### config.mk
export PLATFORM = sky130hd
export DESIGN_NAME = rr_grant_arbiter
export DESIGN_NICKNAME = d
export VERILOG_FILES = /design/src/rtl/arb_pkg.sv /design/src/rtl/rr_prio_enc.sv /design/src/rtl/rr_grant_arbiter.sv
export SDC_FILE = /design/constraint.sdc
export NUM_CORES = 1
export LEC_CHECK = 0
export CAP_MARGIN = 15
export CORE_MARGIN = 5
export CORE_UTILIZATION = 52
export DETAILED_ROUTE_END_ITERATION = 12
export PLACE_DENSITY = 0.78
export SKIP_CTS_REPAIR_TIMING = 1
export SYNTH_ARGS = -nofsm -noshare
export SYNTH_HDL_FRONTEND = slang
export SYNTH_HIERARCHICAL = 1
export SYNTH_SLANG_ARGS = --single-unit
### constraint.sdc
create_clock -name clk -period 2.5 [get_ports clk]
set_input_delay 0.375 -clock clk [delete_from_list [all_inputs] [get_ports clk]]
set_output_delay 0.375 -clock clk [all_outputs]
set_load 0.01 [all_outputs]
### src/rtl/arb_pkg.sv
// Shared types and constants for the 4-requester grant arbiter.
package arb_pkg;

    localparam int unsigned NUM_REQ_C = 4;
    localparam int unsigned ID_W      = 2;

    typedef enum logic {IDLE, GRANT} arb_state_t;

    typedef logic [ID_W-1:0] req_id_t;

    function automatic logic [NUM_REQ_C-1:0] id_to_onehot(input req_id_t id);
        return NUM_REQ_C'(1) << id;
    endfunction

endpackage

### src/rtl/rr_prio_enc.sv
// Combinational rotating priority encoder: round-robin search from last_ptr+1,
// or fixed priority with the highest index winning.
module rr_prio_enc
    import arb_pkg::*;
(
    input  logic [NUM_REQ_C-1:0] req,
    input  req_id_t              last_ptr,
    input  logic                 rr_mode,
    output req_id_t              win_id,
    output logic                 win_valid
);

    req_id_t              w_start;
    req_id_t              w_rr_idx;
    req_id_t              w_fix_idx;
    logic [NUM_REQ_C-1:0] w_rot;

    always_comb begin
        w_start   = last_ptr + req_id_t'(1);
        w_rot     = '0;
        w_rr_idx  = '0;
        w_fix_idx = '0;
        // Rotated view: bit 0 is the first index searched after the last owner.
        for (int i = 0; i < int'(NUM_REQ_C); i++) begin
            w_rot[i] = req[req_id_t'(w_start + req_id_t'(i))];
        end
        for (int i = int'(NUM_REQ_C) - 1; i >= 0; i--) begin
            if (w_rot[i]) w_rr_idx = req_id_t'(i);
        end
        for (int i = 0; i < int'(NUM_REQ_C); i++) begin
            if (req[i]) w_fix_idx = req_id_t'(i);
        end
        win_id    = rr_mode ? req_id_t'(w_start + w_rr_idx) : w_fix_idx;
        win_valid = |req;
    end

endmodule

### src/rtl/rr_grant_arbiter.sv
// Grant arbiter: registers a one-hot grant that is held until the owner drops
// its request, pulses release_i, or the hold timeout expires.
module rr_grant_arbiter
    import arb_pkg::*;
#(
    parameter int unsigned NUM_REQ  = 4,
    parameter int unsigned MAX_HOLD = 16
) (
    input  logic               clk,
    input  logic               rst_n,
    input  logic [NUM_REQ-1:0] req,
    input  logic               release_i,
    input  logic               rr_mode,
    output logic [NUM_REQ-1:0] grant,
    output req_id_t            grant_id,
    output logic               grant_valid,
    output logic               timeout
);

    localparam int unsigned HC_W     = (MAX_HOLD == 0) ? 1 : $clog2(MAX_HOLD + 1);
    localparam int unsigned LAST_CNT = (MAX_HOLD == 0) ? 0 : MAX_HOLD - 1;

    arb_state_t           r_state,   w_state_nxt;
    logic [NUM_REQ_C-1:0] r_grant,   w_grant_nxt;
    req_id_t              r_grant_id, w_id_nxt;
    logic                 r_grant_valid, w_valid_nxt;
    logic                 r_timeout, w_timeout_nxt;
    logic [HC_W-1:0]      r_hold_cnt, w_cnt_nxt;
    req_id_t              r_last_ptr, w_ptr_nxt;

    req_id_t              w_win_id;
    logic                 w_win_valid;
    logic                 w_req_drop;
    logic                 w_to_hit;

    rr_prio_enc u_enc (
        .req       (req),
        .last_ptr  (r_last_ptr),
        .rr_mode   (rr_mode),
        .win_id    (w_win_id),
        .win_valid (w_win_valid)
    );

    assign w_req_drop = ~req[r_grant_id];
    assign w_to_hit   = (MAX_HOLD != 0) && (r_hold_cnt == HC_W'(LAST_CNT));

    always_ff @(posedge clk or negedge rst_n) begin
        if (!rst_n) begin
            r_state       <= IDLE;
            r_grant       <= '0;
            r_grant_id    <= '0;
            r_grant_valid <= 1'b0;
            r_timeout     <= 1'b0;
            r_hold_cnt    <= '0;
            r_last_ptr    <= req_id_t'(NUM_REQ_C - 1);
        end else begin
            r_state       <= w_state_nxt;
            r_grant       <= w_grant_nxt;
            r_grant_id    <= w_id_nxt;
            r_grant_valid <= w_valid_nxt;
            r_timeout     <= w_timeout_nxt;
            r_hold_cnt    <= w_cnt_nxt;
            r_last_ptr    <= w_ptr_nxt;
        end
    end

    always_comb begin
        w_state_nxt   = r_state;
        w_grant_nxt   = r_grant;
        w_id_nxt      = r_grant_id;
        w_valid_nxt   = r_grant_valid;
        w_timeout_nxt = 1'b0;
        w_cnt_nxt     = r_hold_cnt;
        w_ptr_nxt     = r_last_ptr;
        case (r_state)
            IDLE: begin
                w_cnt_nxt = '0;
                if (w_win_valid) begin
                    w_state_nxt = GRANT;
                    w_grant_nxt = id_to_onehot(w_win_id);
                    w_id_nxt    = w_win_id;
                    w_valid_nxt = 1'b1;
                end else begin
                    w_grant_nxt = '0;
                    w_id_nxt    = '0;
                    w_valid_nxt = 1'b0;
                end
            end
            GRANT: begin
                if (w_req_drop || release_i || w_to_hit) begin
                    w_state_nxt   = IDLE;
                    w_grant_nxt   = '0;
                    w_id_nxt      = '0;
                    w_valid_nxt   = 1'b0;
                    w_cnt_nxt     = '0;
                    w_ptr_nxt     = r_grant_id;
                    // Request drop and release outrank the timeout report.
                    w_timeout_nxt = w_to_hit && !w_req_drop && !release_i;
                end else if (r_hold_cnt != HC_W'(MAX_HOLD)) begin
                    w_cnt_nxt = r_hold_cnt + HC_W'(1);
                end
            end
            default: w_state_nxt = IDLE;
        endcase
    end

    assign grant       = r_grant;
    assign grant_id    = r_grant_id;
    assign grant_valid = r_grant_valid;
    assign timeout     = r_timeout;

endmodule

## Word-level counts from Yosys, hierarchy flattened

Cells that the tools add are included.

- Register bits after elaboration: 16
- Input port bits: 8
- Word-level logic and storage cells: 66

- Add/sub/neg operators: 6
- Order comparisons: 5
- Eq/ne operators: 4
- Shift operators: 1
- Mux-type cells: 34
- Bitwise logic cells: 2
- Reductions and logical operators: 7

Operators with widths:

| operator | number |
|---|---|
| $mux 2 | 9 |
| $lt 2x3->1 const B | 5 |
| $mux 1 | 11 |
| $bmux 1 s2 | 5 |
| $mux 5 | 2 |
| $pmux 5 s2 | 1 |
| $mux 4 | 2 |
| $pmux 4 s2 | 1 |
| $add 5x1->5 const B | 1 |
| $eq 5x4->1 const B | 1 |
| $ne 5x5->1 const B | 1 |
| $add 2x1->2 const B | 2 |
| $add 2x2->2 const B | 2 |
| $pmux 1 s2 | 2 |
| $pmux 2 s2 | 1 |
| $reduce_or 4->1 | 1 |
| $shl 1x2->4 const A | 1 |
| $ne 3x1->1 const B | 1 |
| $add 2x2->2 | 1 |
| $logic_and 1x1->1 | 2 |
| $logic_or 1x1->1 | 2 |
| $ne 2x1->1 const B | 1 |
| $not 1->1 | 2 |
| $reduce_and 2->1 | 1 |
| $logic_not 1->1 | 1 |

## Longest topological paths before layout

Gate-level depths: netlist of the first run.

- Word-level depth: 13
- Gate-level depth with buffers: 13

## By module

Netlist of the first run, hierarchy kept.

By module, submodules not included:

| module | instances | cells each | area an instance (µm²) | sequential area each (µm²) |
|---|---|---|---|---|
| rr_grant_arbiter | 1 | 73 | 772.0 | 402.9 |
| rr_prio_enc | 1 | 35 | 229.0 | 0.0 |

## Worst setup path after synthesis of the first run

No wires, ideal clock.

- Path type: reg-to-reg
- Start: register r_last_ptr[1]
- End: register r_grant[2] (netlist: grant[2])
- Setup time: 0.082 ns
- Data arrival time: 2.189 ns
- Data required time: 2.418 ns
- Slack: 0.229 ns
- Cell stages (with the launch flop): 13
- Path buffers: 1
- Clock period less this slack: 2.271 ns
- Cells stage by stage: dfstp_2 buf_6 nand2b_1 a22oi_1 o21ai_0 o21a_1 ha_1 xnor2_1 xnor2_1 nor4_1 o32ai_1 nand2_1 o22ai_1

- Word-level cells in the longest chain between the ends: 13
- Elaborated cells on any way between the ends: 21
- Those cells by class: add/sub (5); shift (1); mux (15)

RTL lines:

| element | RTL line | RTL |
|---|---|---|
| start: declaration | rr_grant_arbiter.sv:29 | `req_id_t r_last_ptr, w_ptr_nxt;` |
| start signal: assignment | rr_grant_arbiter.sv:55 | `r_last_ptr <= req_id_t'(NUM_REQ_C - 1);` |
| start signal: assignment | rr_grant_arbiter.sv:63 | `r_last_ptr <= w_ptr_nxt;` |
| $add 2x1->2 (*) | rr_prio_enc.sv:19 | `w_start = last_ptr + req_id_t'(1);` |
| $add 2x2->2 | rr_prio_enc.sv:25 | `w_rot[i] = req[req_id_t'(w_start + req_id_t'(i))];` |
| $bmux 1 s2 | rr_prio_enc.sv:25 |  |
| $mux 1 (not written as such) | rr_prio_enc.sv:25 |  |
| $mux 2 (4 in a row) | rr_prio_enc.sv:28 | `if (w_rot[i]) w_rr_idx = req_id_t'(i);` |
| $add 2x2->2 (*) | rr_prio_enc.sv:33 | `win_id = rr_mode ? req_id_t'(w_start + w_rr_idx) : w_fix_idx;` |
| $mux 2 (*) | rr_prio_enc.sv:33 |  |
| via w_win_id[1] | rr_grant_arbiter.sv:31 | `req_id_t w_win_id;` |
| $shl 1x2->4 (*) | arb_pkg.sv:12 | `return NUM_REQ_C'(1) << id;` |
| $mux 4 (*) | rr_grant_arbiter.sv:78 | `if (w_win_valid) begin` |
| $pmux 4 s2 (*) | rr_grant_arbiter.sv:75 | `case (r_state)` |
| end signal: assignment | rr_grant_arbiter.sv:58 | `r_grant <= w_grant_nxt;` |
| end: declaration | rr_grant_arbiter.sv:24 | `logic [NUM_REQ_C-1:0] r_grant, w_grant_nxt;` |

Mark *: on every way through the listed nets, which the timed path passes. The rest lies on a longest branch. The select of a mux whose other input is x is not followed.
A chain may end at the register's enable or synchronous reset.

## Final worst setup path of the first run

- Start: register r_last_ptr[1]
- End: register r_grant[0] (netlist: grant[0])

The elaborated chain is that of the path after synthesis.

==> reports/metrics.cfg, run 1 <==
[yosys]
avgSynthCellArea_um2=9.268
ys_types=41
synth_edf_count=0
syn-cell-area_um2=1001
ys_seq_area_frac=0.4025
synth_cells=108
ys.flop_type=dfrtp_1
synth_seq_cells=16
synthArstFlopShare=1.000
syn_nets=120
yosys_warnings=6

[global_routing]
grt_max_degree=17
top_usage_layer=met2
gr-total-overflow=0
grt.met2_usage=0.3367
grtUsageTotal=0.1999
grt_pass1_wl_mm=4.112
antenna_found_initial=0
use_met3=0.03324
met1_usage=0.2483
grt_pass1_vias=942

[final_layout]
fin_area_um2=1388
layout-drive-gt1-share=0.2826
areaGrowthSynthToFinish_pct=38.62
n_antenna_cell=0
final_util=0.7782
layout.nets=151
layout_common_cells=inv_1, dfrtp_1, clkdlybuf4s50_1

[placement]
port_buffers=15
dpl-instance-area_um2=1245
place_congestion=0.8415
dp_hpwl_mm=1.822
place_worst_setup_slack_ns=-0.4250

[power]
internal_power_uw=825.8
p_sw_uw=545.4
pwr-share-seq=0.330
leakage_nw=0.6237
power_density_nw_per_um2=988.2
comb_power_share=0.541
pwr-share-clk=0.129
ir_worst_vdd_v=0.0007853
switching_share=0.3978

[clock_tree]
cts_root_buf=clkbuf_4
clock_path_buffers=2
cts.sinks=16
cts_inserted_buffers=3
cts_max_level=1
path_clk_slew_ns=0.10
clk_latency_ns=0.29
cts_tree=yes

[floorplanning]
num_rows=15
dieHeight_um=53.88
die_w_um=53.88
fp.dieArea_um2=2903
core_um2=1783
io_pins=16
initial_utilization=0.5614

[routing]
vias_per_cell=5.988
drc=0
drt_first_pass_iters=4
drtIter0Drc=39
wl_mm=2.884
dr_total_vias=976
avgRoutedWirePerCell_um=17.69
ant_nets=0

[timing]
finalHoldViolations=0
setup-violations-final=3
maxSlewViolCount=0
hold_slack_ns=0.5050
min_period_ns=2.612
worstMarginPinSlew_ns=0.7289
fmax_ghz=0.3828
skew_ns=0.005853
timing.final.crit_share=1.045
relSlewSlack=0.5125
rsz0062_at_grt=yes
setup_slack_ns=-0.1121
final.setup.tns_ns=-0.1467

[outcome]
status=finished with violations
violations=setup timing

[critical_path]
r2r_end=grant[0]$_DFFE_PN0P_
arrival_ns=2.83
end_kind=flop
required_ns=2.72
ff2ff_path_depth=12
reg2reg_slack_ns=-0.11
setup.worst_path.start_class=flop
crit_type=reg -> reg
r2r-start=r_last_ptr[1]$_DFFE_PN1P_
crit_fanout=7

[min_path]
hp-class=in -> async

[job]
cap_violations=0

==> power by group through the flow <==
| stage | sequential (mW) | combinational (mW) | clock [mW] |
|---|---|---|---|
| after floorplan | 0.439 | 0.370 | 0 |
| after global placement | 0.444 | 0.552 | 0 |
| after detailed placement | 0.449 | 0.575 | 0 |
| after CTS | 0.446 | 0.580 | 0.180 |
| after global routing | 0.462 | 0.786 | 0.191 |
| final | 0.452 | 0.742 | 0.177 |
==> layout make-up <==
cell class                 count  area, um^2
timing repair buffer          29       267.8
multi-input combinational     74       593.1
sequential                    16       402.9
inverter                      15       56.30
clock buffer                   4       36.28
tap                           25       31.28
fill                         118       395.4
==> worst max-delay path by stage <==
stage                                         start                   end  slack, ns  cells after the start
final                     r_last_ptr[1]$_DFFE_PN1P_  grant[0]$_DFFE_PN0P_      -0.11                     12
after global routing      r_last_ptr[1]$_DFFE_PN1P_  grant[0]$_DFFE_PN0P_      -0.22                     12
after CTS                                    req[2]  grant[3]$_DFFE_PN0P_      -0.15                     12
after detailed placement                     req[2]  grant[2]$_DFFE_PN0P_      -0.43                     12
after global placement                       req[2]  grant[3]$_DFFE_PN0P_      -0.30                     12
after floorplan           r_last_ptr[1]$_DFFE_PN1P_  grant[2]$_DFFE_PN0P_       0.23                     12
==> cells by family (layout without fill, tap and decap cells) <==
logic type,after synthesis,count (layout),share of synthesized area
adder cells (fa/ha/maj),4,4,0.05000
AO/OA/AOI/OAI,24,24,0.1737
multiplexers,5,5,0.06500
flip-flops,16,16,0.4025
XOR/XNOR,5,5,0.04375
buffers and inverters,18,48,0.07624
AND/OR/NAND/NOR,36,36,0.1888
==> worst max-delay path, cell delays in order (launching register included) <==
cell and delay (ns):
dfstp_2 0.63, nand2b_4 0.17, a22oi_2 0.05, o21ai_1 0.18, o21a_1 0.15, ha_2 0.20, xnor2_2 0.13, xnor2_2 0.12
nor4_2 0.35, o32ai_2 0.18, nor2_1 0.13, nand2_1 0.07, o22ai_1 0.17
==> per-layer routing <==
layer | part of all wire | vias to the layer above | wire (um)
met1 | 0.42 | 473 | 1204
met2 | 0.48 | 46 | 1389
li1 | - | 442 | -
met4 | 0.029 | 0 | 84
met3 | 0.071 | 15 | 205
met5 | 0 | - | 0
==> registers in the layout (all words and copies together) (netlist names) <==
signal / flops
timeout: 1
grant_id: 2
r_hold_cnt: 5
r_state: 1
grant: 4
grant_valid: 1
r_last_ptr: 2
==> cells in the mapped netlist, drive strengths merged, types with 2 or more instances <==
library cell	n	area [um^2]
nor3	4	20.02
ha	4	50.05
xnor2	4	35.03
o21ai	6	30.02
mux2	3	45.04
a21oi	2	10.01
mux2i	2	20.02
nand2	10	37.54
nand3	2	10.01
dfstp	2	52.55
nor2	10	40.04
inv	15	56.30
buf	2	16.26
a22oi	2	15.01
and3b	2	17.52
dfrtp	14	350.3
o22ai	4	25.02
==> metrics by stage <==
| step | cells | total power [mW] |
|---|---|---|
| 5_1_grt | 163 | 1.440 |
| 6_report | 163 | 1.371 |
| 4_1_cts | 160 | 1.206 |
| 3_3_place_gp | 156 | 0.9956 |
| 2_1_floorplan | 108 | 0.8094 |
| 3_5_place_dp | 156 | 1.024 |
Power figures use the tool's default switching activity.
==> run 2: changes to the inputs <==
--- a/config.mk
+++ b/config.mk
@@ -7,9 +7,10 @@
 export LEC_CHECK = 0
 export CAP_MARGIN = 15
 export CORE_MARGIN = 5
-export CORE_UTILIZATION = 52
+export CORE_UTILIZATION = 53
 export DETAILED_ROUTE_END_ITERATION = 12
-export PLACE_DENSITY = 0.78
+export DONT_BUFFER_PORTS = 1
+export PLACE_DENSITY = 0.68
 export SKIP_CTS_REPAIR_TIMING = 1
 export SYNTH_ARGS = -nofsm -noshare
 export SYNTH_HDL_FRONTEND = slang
==> run 2 against run 1 <==
  * The flow now finishes without violations
  * Wire length down 28%
  * Final cell count down 17%
  * Power down 20%
  * Largest power group unchanged
  * Sequential cell count unchanged
  * Clock power down 24%
  * Design area down 21%
==> reports/metrics.cfg, run 2 (synthesized netlist as in run 1, its figures left out) <==
[clock_tree]
cts_root_buf=clkbuf_4
clock_path_buffers=2  ; unchanged
cts_inserted_buffers=3  ; unchanged
path_clk_slew_ns=0.08  ; -0.02 ns
cts_max_level=1  ; unchanged
cts.sinks=16  ; unchanged
cts_tree=yes
clk_latency_ns=0.28  ; about the same

[critical_path]
required_ns=2.70  ; -0.02 ns
crit_fanout=5  ; -2
arrival_ns=2.55  ; -0.28 ns
crit_chain=nand2b_4 -> a22oi_2 -> o21ai_1 -> o21a_1 -> ha_2 -> xnor2_2 -> xnor2_2 -> nor4_2 -> o32ai_2 -> nor2_1 -> nand2_1 -> o22ai_1
cp_slowest_cell=dfstp_2
r2r_end=grant[0]$_DFFE_PN0P_
r2r-start=r_last_ptr[1]$_DFFE_PN1P_
reg2reg_slack_ns=0.15  ; +0.26 ns
max_stage_delay_ns=0.58  ; -0.05 ns
end_kind=flop
crit_type=reg -> reg
path_common_cell=xnor2_2
cp-startpoint=r_last_ptr[1]$_DFFE_PN1P_
setup.worst_path.start_class=flop
ff2ff_path_depth=12  ; unchanged

[routing]
ant_nets=0  ; unchanged
drtIter0Drc=9  ; -77%
dr_total_vias=818  ; -16%
drt_first_pass_iters=4  ; unchanged
drc=0  ; unchanged
wl_mm=2.072  ; -28%
vias_per_cell=6.015  ; +0.45%
avgRoutedWirePerCell_um=15.24  ; -14%

[min_path]
hp-class=in -> reg
holdPathStages=1
holdPathEnd=timeout$_DFF_PN0_
worstHoldStart=release_i

[final_layout]
final_util=0.6234  ; -0.1548
finalNonFillerCells=136  ; -17%
n_antenna_cell=0  ; unchanged
layout.nets=124  ; -18%
areaGrowthSynthToFinish_pct=9.875
layout-drive-gt1-share=0.1802  ; -0.1024
layout_common_cells=inv_1, dfrtp_1, nand2_1
top_register=r_hold_cnt
final.fill_count=170  ; +44%
ff_latch_area_um2=402.9  ; unchanged
fin_area_um2=1100  ; -21%
multi_input_area_um2=565.5  ; -4.6%
largest_register_ffs=5  ; unchanged

[timing]
timing.final.crit_share=0.9399  ; -0.1049
maxSlewViolCount=0  ; unchanged
setup-violations-final=0  ; -3
fmax_ghz=0.4256  ; +11%
min_period_ns=2.350  ; -0.2623 ns
finalHoldViolations=0  ; unchanged
hold_slack_ns=0.1545  ; -0.3506 ns
setup_slack_ns=0.1502  ; +0.2623 ns
final.setup.tns_ns=0  ; +0.1467 ns
relSlewSlack=0.4197  ; -0.09287
skew_ns=0.0008350  ; -0.005018 ns
worstMarginPinSlew_ns=0.8705  ; +0.1416 ns
rsz0062_at_grt=yes

[floorplanning]
fp.dieArea_um2=2858  ; -1.5%
initial_utilization=0.5674  ; +0.005972
core_um2=1764  ; -1.1%
num_rows=15  ; unchanged
dieHeight_um=53.46  ; -0.77%
io_pins=16  ; unchanged
die_w_um=53.46  ; -0.77%

[global_routing]
grtUsageTotal=0.1638  ; -0.03606
grt_pass1_wl_mm=3.367  ; -18%
gr-total-overflow=0  ; unchanged
grt_max_degree=17  ; unchanged
antenna_found_initial=0  ; unchanged
grt_pass1_vias=778  ; -17%

[power]
ir_worst_vdd_v=0.0005821  ; -26%
leakage_nw=0.4781  ; -23%
finalPower_mw=1.096  ; -20%
power_density_nw_per_um2=996.9  ; +0.89%

[placement]
place_congestion=0.8233  ; -2.2%
dpl-instance-area_um2=1020  ; -18%
port_buffers=0  ; -15
dp_cells=131  ; -16%
place_worst_setup_slack_ns=0.04876  ; +0.4738 ns
dp_hpwl_mm=1.512  ; -17%

[job]
cap_violations=0  ; unchanged

[outcome]
status=complete, no violations

-- run 2: power by group --
group / total, mW / switching, mW / internal, mW
Combinational: 0.493 / 0.243 / 0.250
Sequential: 0.468 / 0.123 / 0.345
Clock: 0.135 / 0.0733 / 0.0619
-- run 2: worst max path at each step --
stage	end	slack (ns)	cells past startpoint
floorplan	grant[2]$_DFFE_PN0P_	0.23	12
finish	grant[0]$_DFFE_PN0P_	0.15	12
global route	grant[0]$_DFFE_PN0P_	-0.03	12
global placement	grant[2]$_DFFE_PN0P_	0.16	11
detailed placement	grant[3]$_DFFE_PN0P_	0.05	11
CTS	grant[3]$_DFFE_PN0P_	0.03	11
-- run 2: critical path: cells and delay by family (launching register included) --
kind / cells / cell delay (ns)
simple gates: 4 / 0.66
fa+ha+maj: 1 / 0.20
compound gates: 5 / 0.58
xor+xnor: 2 / 0.24
flops: 1 / 0.58
-- run 2: layout make-up --
| cell class | instances | share of cell area |
|---|---|---|
| Clock buffer | 4 | 0.02389 |
| Inverter | 15 | 0.05119 |
| Multi-Input combinational cell | 74 | 0.5142 |
| Sequential cell | 16 | 0.3663 |
| Tap cell | 25 | 0.02844 |
| Timing Repair Buffer | 2 | 0.01593 |
-- run 2: layer usage --
layer  up-vias  global-route usage  wire length [um]
li1        387                   -                 -
met1       414              0.2070               874
met2        15              0.2735              1080
met3         2             0.04507                99
met4         0             0.03830                17
met5         -                   0                 0
==> run 3: changes to the inputs <==
--- a/config.mk
+++ b/config.mk
@@ -5,12 +5,12 @@
 export SDC_FILE = /design/constraint.sdc
 export NUM_CORES = 1
 export LEC_CHECK = 0
-export CAP_MARGIN = 15
+export CORE_ASPECT_RATIO = 0.7
 export CORE_MARGIN = 5
 export CORE_UTILIZATION = 53
 export DETAILED_ROUTE_END_ITERATION = 12
 export DONT_BUFFER_PORTS = 1
-export PLACE_DENSITY = 0.68
+export PLACE_DENSITY = 0.74
 export SKIP_CTS_REPAIR_TIMING = 1
 export SYNTH_ARGS = -nofsm -noshare
 export SYNTH_HDL_FRONTEND = slang
==> run 3 against run 2 <==
  * Hold slack worse by 0.0071 ns
  * Wire length up 8.9%
  * Power up 6.5%
  * Largest power group unchanged
  * Combinational power up 7.1%
  * Critical path depth unchanged
  * Clock skew up 0.0016 ns
  * Sequential share of layout area down 0.82 points
  * Utilization down 0.60 points
  * Non-clock buffer count up 2
==> reports/metrics.cfg, run 3 (synthesized netlist as in run 1, its figures left out) <==
[placement]
port_buffers=0  ; unchanged
dp_hpwl_mm=1.643  ; +8.6%
place_congestion=0.8527  ; +3.6%
place_worst_setup_slack_ns=-0.008899  ; -0.05766 ns
dp_cells=127  ; -3.1%

[min_path]
hp-class=in -> reg

[critical_path]
crit_fanout=6  ; +1
setup.worst_path.start_class=flop
required_ns=2.72  ; +0.02 ns
crit_type=reg -> reg
end_kind=flop
arrival_ns=2.63  ; +0.08 ns

[power]
ir_worst_vdd_v=0.0006739  ; +16%
leakage_nw=0.4947  ; +3.5%
power_density_nw_per_um2=1038  ; +4.2%
switching_share=0.3991  ; -0.001436
internal_power_uw=701.9  ; +6.8%
p_sw_uw=466.2  ; +6.1%
pwr-share-clk=0.145  ; +0.022
pwr-share-seq=0.404  ; -0.023
comb_power_share=0.452  ; +0.003

[final_layout]
multi_input_area_um2=571.8  ; +1.1%
final_util=0.6174  ; -0.005959
finalNonFillerCells=135  ; -0.74%
final.fill_count=162  ; -4.7%
top_register=r_hold_cnt
layout.nets=126  ; +1.6%
n_antenna_cell=0  ; unchanged
largest_register_ffs=5  ; unchanged
ff_latch_area_um2=402.9  ; unchanged
layout-drive-gt1-share=0.2124  ; +0.03221
layout_common_cells=inv_1, dfrtp_1, nand2_1
areaGrowthSynthToFinish_pct=12.38

[global_routing]
antenna_found_initial=0  ; unchanged
grt_pass1_wl_mm=3.698  ; +9.8%
gr-total-overflow=0  ; unchanged
grt_max_degree=17  ; unchanged
grtUsageTotal=0.1810  ; +0.01720
grt_pass1_vias=818  ; +5.1%

[routing]
ant_nets=0  ; unchanged
drtIter0Drc=54  ; +45
vias_per_cell=6.185  ; +2.8%
wl_met2_mm=1.015  ; -6.0%
wl_met3_um=164  ; +66%
wl_met1_mm=1.045  ; +20%
drc=0  ; unchanged
dr_total_vias=835  ; +2.1%
routed.top_layer=met4
wl_mm=2.256  ; +8.9%
drt_first_pass_iters=4  ; unchanged
avgRoutedWirePerCell_um=16.71  ; +9.7%

[clock_tree]
clock_path_buffers=2  ; unchanged
cts_root_buf=clkbuf_4
cts_inserted_buffers=3  ; unchanged
cts.sinks=16  ; unchanged
path_clk_slew_ns=0.09  ; about the same
clk_latency_ns=0.28  ; about the same
cts_max_level=1  ; unchanged
cts_tree=yes

[floorplanning]
num_rows=13  ; -2
core_um2=1822  ; +3.3%
io_pins=16  ; unchanged
fp.dieArea_um2=2872  ; +0.47%
initial_utilization=0.5495  ; -0.01793
dieHeight_um=46.36  ; -13%
die_w_um=61.94  ; +16%

[timing]
skew_ns=0.002415  ; +0.001580 ns
rsz0062_at_grt=yes
setup-violations-final=0  ; unchanged
final.setup.tns_ns=0  ; unchanged
relSlewSlack=0.4098  ; -0.009899
timing.final.crit_share=0.9661  ; +0.02614
maxSlewViolCount=0  ; unchanged
fmax_ghz=0.4140  ; -2.7%
finalHoldViolations=0  ; unchanged
setup_slack_ns=0.08482  ; -0.06534 ns
min_period_ns=2.415  ; +0.06534 ns
worstMarginPinSlew_ns=0.8853  ; +0.01485 ns

[outcome]
status=complete, no violations

[job]
cap_violations=0  ; unchanged

-- run 3: cell types whose count changed in the layout (fill, tap and decap cells not counted) --
cell | previous run | this run
buf_4 | 1 | 2
o22ai_2 | 0 | 1
o22ai_1 | 4 | 3
clkbuf_8 | 0 | 1
clkbuf_2 | 0 | 1
clkbuf_1 | 1 | 0
-- run 3: cell type report --
| type | instances | area share |
|---|---|---|
| Inverter | 15 | 0.05006 |
| Tap cell | 22 | 0.02447 |
| Sequential cell | 16 | 0.3582 |
| Multi-Input combinational cell | 74 | 0.5083 |
| Timing Repair Buffer | 4 | 0.02670 |
| Clock buffer | 4 | 0.03226 |
-- run 3: path summary, 6_finish.rpt --
check	startpoint	endpoint	slack [ns]	cells after the start
max in group asynchronous	rst_n	grant_id[1]$_DFFE_PN0P_	1.46	1
setup reg to reg	r_last_ptr[1]$_DFFE_PN1P_	grant[0]$_DFFE_PN0P_	0.08	12
setup / recovery	r_last_ptr[1]$_DFFE_PN1P_	grant[0]$_DFFE_PN0P_	0.08	12
min in group asynchronous	rst_n	r_hold_cnt[4]$_DFFE_PN0P_	0.58	1
hold reg to reg	r_hold_cnt[3]$_DFFE_PN0P_	r_hold_cnt[3]$_DFFE_PN0P_	0.56	2
hold / removal	release_i	timeout$_DFF_PN0_	0.15	1
-- run 3: through the flow --
stage | hold WS [ns] | total power, mW | instance area [um^2]
finish | 0.1474 | 1.168 | 1125
floorplan | 0.07941 | 0.8094 | 1001
global placement | 0.07995 | 0.8602 | 1008
CTS | -0.2355 | 1.059 | 1045
global route | 0.1281 | 1.249 | 1125
detailed placement | 0.07986 | 0.8881 | 1008
-- run 3: routing by layer --
layer | global-route usage | vias up
li1 | - | 392
met3 | 0.07283 | 6
met5 | 0 | -
met4 | 0.05085 | 0
met2 | 0.2624 | 27
met1 | 0.2478 | 410
-- run 3: power by group through the flow --
stage          clock [mW]  combinational (mW)  sequential (mW)
2_1_floorplan           0               0.370            0.439
3_3_place_gp            0               0.383            0.478
3_5_place_dp            0               0.407            0.481
4_1_cts             0.174               0.408            0.477
5_1_grt             0.186               0.571            0.492
6_report            0.169               0.528            0.472
-- run 3: critical path: stages, from the launching register on --
cell and delay, ns:
dfstp_2 0.60, nand2b_4 0.15, a22oi_2 0.04, o21ai_1 0.12, o21a_1 0.14, ha_2 0.20, xnor2_2 0.09, xnor2_2 0.16
nor4_2 0.33, o32ai_2 0.16, nor2_1 0.11, nand2_1 0.10, o22ai_2 0.14
